`src/rtl/mem_arbiter_pkg.sv`:
```
// mem_arbiter_pkg: shared types and defaults for the cache/backing-memory arbiter
package mem_arbiter_pkg;

    localparam int DEF_LINE_BITS = 128;
    localparam int DEF_ADDR_BITS = 16;

    typedef enum logic [2:0] {IDLE, RD_I, RD_D, WR, RESP} state_t;

    typedef enum logic [1:0] {G_NONE, G_I, G_D, G_W} grant_t;

    function automatic state_t grant_state(grant_t g);
        case (g)
            G_W:     return WR;
            G_D:     return RD_D;
            G_I:     return RD_I;
            default: return IDLE;
        endcase
    endfunction

endpackage

```
`src/rtl/mem_arbiter_wb_buffer.sv`:
```
// wb_buffer: one-entry write-back holding register with a full flag
module wb_buffer #(
    parameter int LINE_BITS = 128,
    parameter int ADDR_BITS = 16
) (
    input  logic                 clk,
    input  logic                 rst,
    input  logic                 load,
    input  logic                 drain,
    input  logic [ADDR_BITS-1:0] load_addr,
    input  logic [LINE_BITS-1:0] load_line,
    output logic [ADDR_BITS-1:0] addr,
    output logic [LINE_BITS-1:0] line,
    output logic                 full
);

    // a new entry always wins over a drain on the same edge so it is never lost
    always_ff @(posedge clk) begin
        if (rst) begin
            full <= 1'b0;
            addr <= '0;
            line <= '0;
        end else if (load) begin
            full <= 1'b1;
            addr <= load_addr;
            line <= load_line;
        end else if (drain) begin
            full <= 1'b0;
        end
    end

endmodule

```
`src/rtl/mem_arbiter.sv`:
```
// mem_arbiter: arbitrates I/D refills and D write-backs onto one backing line memory
module mem_arbiter
    import mem_arbiter_pkg::*;
#(
    parameter int LINE_BITS = DEF_LINE_BITS,
    parameter int ADDR_BITS = DEF_ADDR_BITS
) (
    input  logic                 clk,
    input  logic                 rst,
    input  logic                 Ic_mem_req,
    input  logic [ADDR_BITS-1:0] Ic_mem_addr,
    output logic [LINE_BITS-1:0] F_mem_inst,
    output logic                 F_mem_valid,
    input  logic                 Dc_mem_req,
    input  logic [ADDR_BITS-1:0] Dc_mem_addr,
    output logic [LINE_BITS-1:0] MEM_data_line,
    output logic                 MEM_mem_valid,
    input  logic                 Dc_wb_we,
    input  logic [ADDR_BITS-1:0] Dc_wb_addr,
    input  logic [LINE_BITS-1:0] Dc_wb_wline,
    output logic                 Dc_wb_full,
    output logic                 Bm_req,
    output logic                 Bm_we,
    output logic [ADDR_BITS-1:0] Bm_addr,
    output logic [LINE_BITS-1:0] Bm_wline,
    input  logic [LINE_BITS-1:0] Bm_rline,
    input  logic                 Bm_valid
);

    state_t               state;
    grant_t               grant;
    logic                 last_rd;
    logic                 wb_full;
    logic                 d_req;
    logic                 drain;
    logic [ADDR_BITS-1:0] wb_addr;
    logic [LINE_BITS-1:0] wb_line;

    // a refill arriving with its own write-back pulse waits one cycle so the write goes first
    assign d_req      = Dc_mem_req && !Dc_wb_we;
    assign drain      = state == WR && Bm_valid;
    assign Dc_wb_full = wb_full;

    wb_buffer #(
        .LINE_BITS(LINE_BITS),
        .ADDR_BITS(ADDR_BITS)
    ) u_wb (
        .clk      (clk),
        .rst      (rst),
        .load     (Dc_wb_we),
        .drain    (drain),
        .load_addr(Dc_wb_addr),
        .load_line(Dc_wb_wline),
        .addr     (wb_addr),
        .line     (wb_line),
        .full     (wb_full)
    );

    // next transaction source: pending write-back first, then round-robin between reads
    always_comb
        grant = wb_full ? G_W :
                (Ic_mem_req && d_req) ? (last_rd ? G_I : G_D) :
                d_req ? G_D :
                Ic_mem_req ? G_I : G_NONE;

    // arbiter FSM with registered backing-memory and response outputs
    always_ff @(posedge clk) begin
        if (rst) begin
            state         <= IDLE;
            last_rd       <= 1'b0;
            Bm_req        <= 1'b0;
            Bm_we         <= 1'b0;
            Bm_addr       <= '0;
            Bm_wline      <= '0;
            F_mem_inst    <= '0;
            F_mem_valid   <= 1'b0;
            MEM_data_line <= '0;
            MEM_mem_valid <= 1'b0;
        end else begin
            Bm_req        <= 1'b0;
            F_mem_valid   <= 1'b0;
            MEM_mem_valid <= 1'b0;
            case (state)
                IDLE: begin
                    if (grant != G_NONE) begin
                        state    <= grant_state(grant);
                        Bm_req   <= 1'b1;
                        Bm_we    <= grant == G_W;
                        Bm_addr  <= grant == G_W ? wb_addr : grant == G_D ? Dc_mem_addr : Ic_mem_addr;
                        Bm_wline <= grant == G_W ? wb_line : '0;
                        if (grant != G_W)
                            last_rd <= grant == G_D;
                    end
                end
                RD_I: begin
                    if (Bm_valid) begin
                        F_mem_inst  <= Bm_rline;
                        F_mem_valid <= 1'b1;
                        state       <= RESP;
                    end
                end
                RD_D: begin
                    if (Bm_valid) begin
                        MEM_data_line <= Bm_rline;
                        MEM_mem_valid <= 1'b1;
                        state         <= RESP;
                    end
                end
                WR: begin
                    if (Bm_valid)
                        state <= IDLE;
                end
                default: state <= IDLE;
            endcase
        end
    end

endmodule

```
`config.mk`:
```
export PLATFORM = sky130hd
export DESIGN_NAME = mem_arbiter
export DESIGN_NICKNAME = d
export VERILOG_FILES = /design/src/rtl/mem_arbiter_pkg.sv /design/src/rtl/mem_arbiter_wb_buffer.sv /design/src/rtl/mem_arbiter.sv
export SDC_FILE = /design/constraint.sdc
export NUM_CORES = 1
export LEC_CHECK = 0
export CELL_PAD_IN_SITES_DETAIL_PLACEMENT = 1
export CELL_PAD_IN_SITES_GLOBAL_PLACEMENT = 1
export CORE_AREA = 2 2 277 279
export CTS_CLUSTER_SIZE = 40
export DETAILED_ROUTE_END_ITERATION = 6
export DIE_AREA = 0 0 279 281
export PLACE_DENSITY_LB_ADDON = 0.1
export SYNTH_ARGS = -nofsm -noshare
export SYNTH_HDL_FRONTEND = slang
export SYNTH_SLANG_ARGS = --single-unit
```
`constraint.sdc`:
```
create_clock -name clk -period 2.8 [get_ports clk]
set_clock_uncertainty 0.1 [all_clocks]
set_input_delay 0.56 -clock clk [delete_from_list [all_inputs] [get_ports clk]]
set_output_delay 0.56 -clock clk [all_outputs]
set_load 0.05 [all_outputs]
```
-- Yosys cells after proc, flatten, opt, wreduce, memory -nomap -nowiden
Cells that the tools add are included.
- flip-flop bits (word level): 553
- word-level logic and storage cells: 59
- equality and inequality tests: 10
- mux-type cells: 17
- bitwise operators: 3
- reductions and logical operators: 16
- operator list (cell ; number):
    two-way mux 128 bit ; 1
    two-way mux 16 bit ; 2
    two-way mux 3 bit ; 3
    case mux 3 bit (3 select lines) ; 1
    two-way mux 2 bit ; 4
    OR reduction 2 bit ; 4
    == test 3 x 2 -> 1 bit, second input constant ; 2
    != test 2 bit, second input constant ; 3
    case mux 2 bit (3 select lines) ; 1
    AND reduction 2 bit ; 3
    AND reduction 3 bit ; 2
    two-way mux 1 bit ; 5
    == test 2 bit, second input constant ; 2
    nonzero test 2 bit ; 2
    == test 3 x 1 -> 1 bit, second input constant ; 1
    logical AND 1 bit ; 3
    logical NOT 3 bit ; 1
    NOT 1 bit ; 3
    == test 2 x 1 -> 1 bit, second input constant ; 1
    != test 2 x 1 -> 1 bit, second input constant ; 1
    logical NOT 1 bit ; 1

-- Logic depth before layout (Yosys ltp)
- depth in word-level cells: 9
- gate-level depth with buffers: 10
- mapped depth without buffers: 7

-- Cells and area by module
From an unflattened synthesis, not the netlist that was laid out.
- cell total of the unflattened synthesis: 2000
- area total of the unflattened synthesis: 18876.9 µm²
- modules (own cells, without submodules) (module ; times used ; cells each ; area each (µm²) ; sequential area each (µm²)):
    mem_arbiter ; 1 ; 1532 ; 13765.7 ; 8167.8
    wb_buffer ; 1 ; 468 ; 5111.2 ; 2902.8

-- Least setup slack after synthesis
Ideal clock, no wire load.
- kind: reg-to-reg
- start point: register u_wb.full
- end point: register Bm_wline[107]
- arrival time: 2.341 ns
- setup slack: 0.299 ns
- stages on the path, launching flop included: 10
- path through: dfxtp_1 nor2_1 o2bb2ai_1 ha_1 or4b_1 nor3_1 buf_4 buf_6 buf_4 a22o_1
- cells in the longest elaborated chain, start to end: 3
- elaborated cells on any way between the ends: 5
- those cells by class: 1 x eq/ne; 2 x mux; 2 x reduce/logical
- ends and longest elaborated chain (item ; line ; RTL):
    start: declaration ; mem_arbiter_wb_buffer.sv:14 ; output logic full
    start signal: assignment ; mem_arbiter_wb_buffer.sv:20 ; full <= 1'b0;
    start signal: assignment ; mem_arbiter_wb_buffer.sv:24 ; full <= 1'b1;
    start signal: assignment ; mem_arbiter_wb_buffer.sv:28 ; full <= 1'b0;
    two-way mux 2 bit * ; mem_arbiter.sv:61 ; grant = wb_full ? G_W :
    == test 2 bit / nonzero test 2 bit (equally long branches) ; mem_arbiter.sv:90, mem_arbiter.sv:85 ;
    two-way mux 128 bit / AND reduction 2 bit (equally long branches) ; n/a ;
    end signal: assignment ; mem_arbiter.sv:90 ; Bm_wline <= grant == G_W ? wb_line : '0;
    end: declaration ; mem_arbiter.sv:25 ; output logic [LINE_BITS-1:0] Bm_wline,
Every way passes the cells marked *; elsewhere a longest branch is shown, timed or not.
A chain may end at the register's enable or synchronous reset.

-- Final worst setup path
- start point: input Dc_mem_req
- end point: register Bm_wline[106]
- cells in the longest elaborated chain, start to end: 6
- elaborated cells on any way between the ends: 9
- those cells by class: 1 x eq/ne; 4 x mux; 4 x reduce/logical
- ends and longest elaborated chain (item ; line ; RTL):
    start: declaration ; mem_arbiter.sv:14 ; input logic Dc_mem_req,
    logical AND 1 bit * ; mem_arbiter.sv:40 ; assign d_req = Dc_mem_req && !Dc_wb_we;
    two-way mux 2 bit / logical AND 1 bit (equally long branches) ; mem_arbiter.sv:63, mem_arbiter.sv:62 ;
    two-way mux 2 bit * ; mem_arbiter.sv:62 ; (Ic_mem_req && d_req) ? (last_rd ? G_I : G_D) :
    two-way mux 2 bit * ; mem_arbiter.sv:61 ;
    == test 2 bit / nonzero test 2 bit (equally long branches) ; mem_arbiter.sv:90, mem_arbiter.sv:85 ;
    two-way mux 128 bit / AND reduction 2 bit (equally long branches) ; n/a ;
Marked as above.

==> impl_results.md <==
* Outcome: complete, no violations
* Post-synth top cells: dfxtp_1 (553), nand2_1 (532), a21oi_1 (259)
* Worst Setup Path Type: primary input to register
* Placed inst area at 27300 sq um
* Total GRT Usage at 0.192
* Setup crit start kind: primary input
* Seq cells post-synth at 553
* Core Footprint at 75400 sq um
* Share of cells above drive strength 1 at 0.0580
* Total die area at 78400 sq um
* Final hold vios at 0
* Number of synthesized flops with an enable pin at 0
* Leakage at 10.9 nW
* Initial Util at 0.250
* Slew Limit Fails at 0
* Seq pwr share at 0.410
* Worst Hold Margin at 172 ps
* Fmax at 380 MHz
* Comb power frac at 0.166
* R2r setup slk at 410 ps
* P_int at 15.0 mW
* Post CTS Setup Buffer Count at 0
* Sw Ratio at 0.281
* Met2 wire length at 40300 um
* Clock power share at 0.425
* DPL Wire Length at 56400 um
* Horiz. Die Dim at 279 um
* Worst slew margin at 0.353
* Synth warn at 0
* P_sw at 5.84 mW
* First-pass GRT wire length at 114000 um
* TritonCTS clock tree: built
* Worst hold path type: primary input to register
* Clk_lat worst skew at 590 ps
* Clk pin slew, worst setup/hold paths at 60 ps
* Post-placement cell count at 3582
* Met3 wire len at 5820 um
* Iteration-0 DRC Markers at 573
* Final Cell Area at 29500 sq um
* Final wirelength at 78600 um
* Number of global-route vias before repair at 17700
* RSZ-0062 raised after global routing: no
* Asr flop ratio synth at 0
* Peak supply drop at 0.378 mV
* Synth-to-Final Area Change at 56.6%
* Seq/Total Area, Yosys at 0.588
* Post-route DRC at 0
* Vias post-DR at 16700
* Post-Syn Area at 18800 sq um
* Resize count post-CTS at 0
* Top cell type's share of synthesized area at 0.588
* Max_cap viols at 0
* Tmin final at 2630 ps
* Fillers at 8444
* Grt ovf at 0
* CP required at 3230 ps
* Crit path capture type: register
* WL/cell at 21.2 um
* Main flop type after synthesis: dfxtp_1
* Post-synth net total at 2312
* Post-route ant nets at 0
* Top-count cell post-synth: dfxtp_1
* # hold bufs at CTS at 0
* Nets at 2986
* Root Driver: clkbuf_16
* Count of final setup violators at 0
* Htree depth at 3
* Die Ht at 281 um
* PortBufs at 714
* Pwr/cell area at 705 nW/um^2
* Fin cells at 3708
* Post-route met1 wirelength at 30500 um
* Via-to-Cell Ratio at 4.52
* Pre-antenna DRT Iters at 4
* Num CTS Buffers at 67
* Synthesized instance count at 1999
* Place WS at -439 ps
* Fin crit share at 0.940
* Clock Path Buffers at 3
* Measured slew at the worst slew-check pin at 970 ps
* Pin count of the biggest net entering global routing at 140
* Gp weighted congestion at 0.798
* Critical path peak fanout at 35
* Synth area leader: dfxtp_1
* Uppermost routed layer: met5
* Top post-synthesis cells by area: dfxtp_1 (59%), nand2_1 (11%), mux2i_1 (8.6%)
* Clock sinks at 553
* Antenna violations before repair at 17
* Ports at 715
* Arrival time worst endpoint at 3060 ps
* Worst setup margin at 168 ps
* Row count at 101
* Synth Area per Inst at 9.42 sq um
* Cell variety after synth at 35
==> power by group through the flow <==
stage                     clock network (mW)  registers (mW)  logic [mW]
after floorplan                            0            9.53       0.999
after global placement                     0            8.67        3.45
after detailed placement                   0            8.69        3.49
after CTS                               9.13            8.52        3.50
after global routing                    9.46            8.56        3.66
final                                   8.84            8.52        3.44
==> path summary, 6_finish.rpt <==
kind,startpoint,endpoint,depth (start not counted)
max,Dc_mem_req,Bm_wline[106],11
min,rst,F_mem_valid,2
max reg2reg,u_wb.full,Bm_wline[106],8
min reg2reg,MEM_data_line[68],MEM_data_line[68],2
==> per-layer routing <==
layer,up-vias,GRT usage
met3,125,0.0700
met2,443,0.350
met4,20,0.0550
met5,-,0
met1,8097,0.208
li1,8063,-
==> cell usage in the layout (no fill, tap or decap), types with 16 or more instances in the layout <==
cell type	count
nand2_1	532
dfxtp_1	553
clkbuf_16	68
buf_12	27
clkdlybuf4s50_1	712
nor2_1	150
buf_4	21
a21oi_1	259
clkbuf_1	20
mux2i_1	161
a22o_1	143
o21ai_0	16
==> area by class of cell <==
| type | instances | area [sq um] | share of cell area |
|---|---|---|---|
| clock buffers | 99 | 1930 | 0.0654 |
| flip-flops and latches | 553 | 11100 | 0.375 |
| clock inverters | 19 | 289 | 0.00980 |
| diodes | 8 | 20.0 | 0.000679 |
| inverters | 2 | 7.51 | 0.000255 |
| multi-input cells | 1287 | 7100 | 0.241 |
| well taps | 978 | 1220 | 0.0415 |
| repair buffers | 762 | 7850 | 0.266 |
==> state kept, by name, summed over array words and instances (netlist names) <==
register and flops:
Bm_wline 128, F_mem_inst 128, MEM_data_line 128, u_wb.line 128, Bm_addr 16, u_wb.addr 16, state 3, Bm_req 1
Bm_we 1, F_mem_valid 1, MEM_mem_valid 1, last_rd 1, u_wb.full 1
==> per-stage QoR <==
step                utilization  TNS (ps)  power [mW]
global route              0.391         0        21.7
global placement          0.361    -47160        12.1
finish                    0.391         0        20.8
detailed placement        0.361    -54510        12.2
floorplan                     -         0        10.5
CTS                       0.391         0        21.2
==> worst max-delay path: stages <==
cell	delay (ps)
clkdlybuf4s50_1	460
nor2b_1	150
buf_4	140
a21o_1	130
inv_1	50
ha_1	250
or4b_1	500
nor3_2	230
buf_12	190
buf_12	210
a22o_1	170
==> cells by family (layout without fill, tap and decap cells) <==
family | count (synthesis) | in the layout | share of synthesized area
buffers and inverters | 159 | 882 | 0.0384
other | 0 | 8 | 0
adder cells (fa/ha/maj) | 3 | 3 | 0.00199
AND/OR/NAND/NOR | 700 | 700 | 0.144
AO/OA/AOI/OAI | 422 | 422 | 0.141
XOR/XNOR | 1 | 1 | 0.000465
flip-flops | 553 | 553 | 0.588
multiplexers | 161 | 161 | 0.0856
Note: power is estimated with default switching activity, not from simulation.
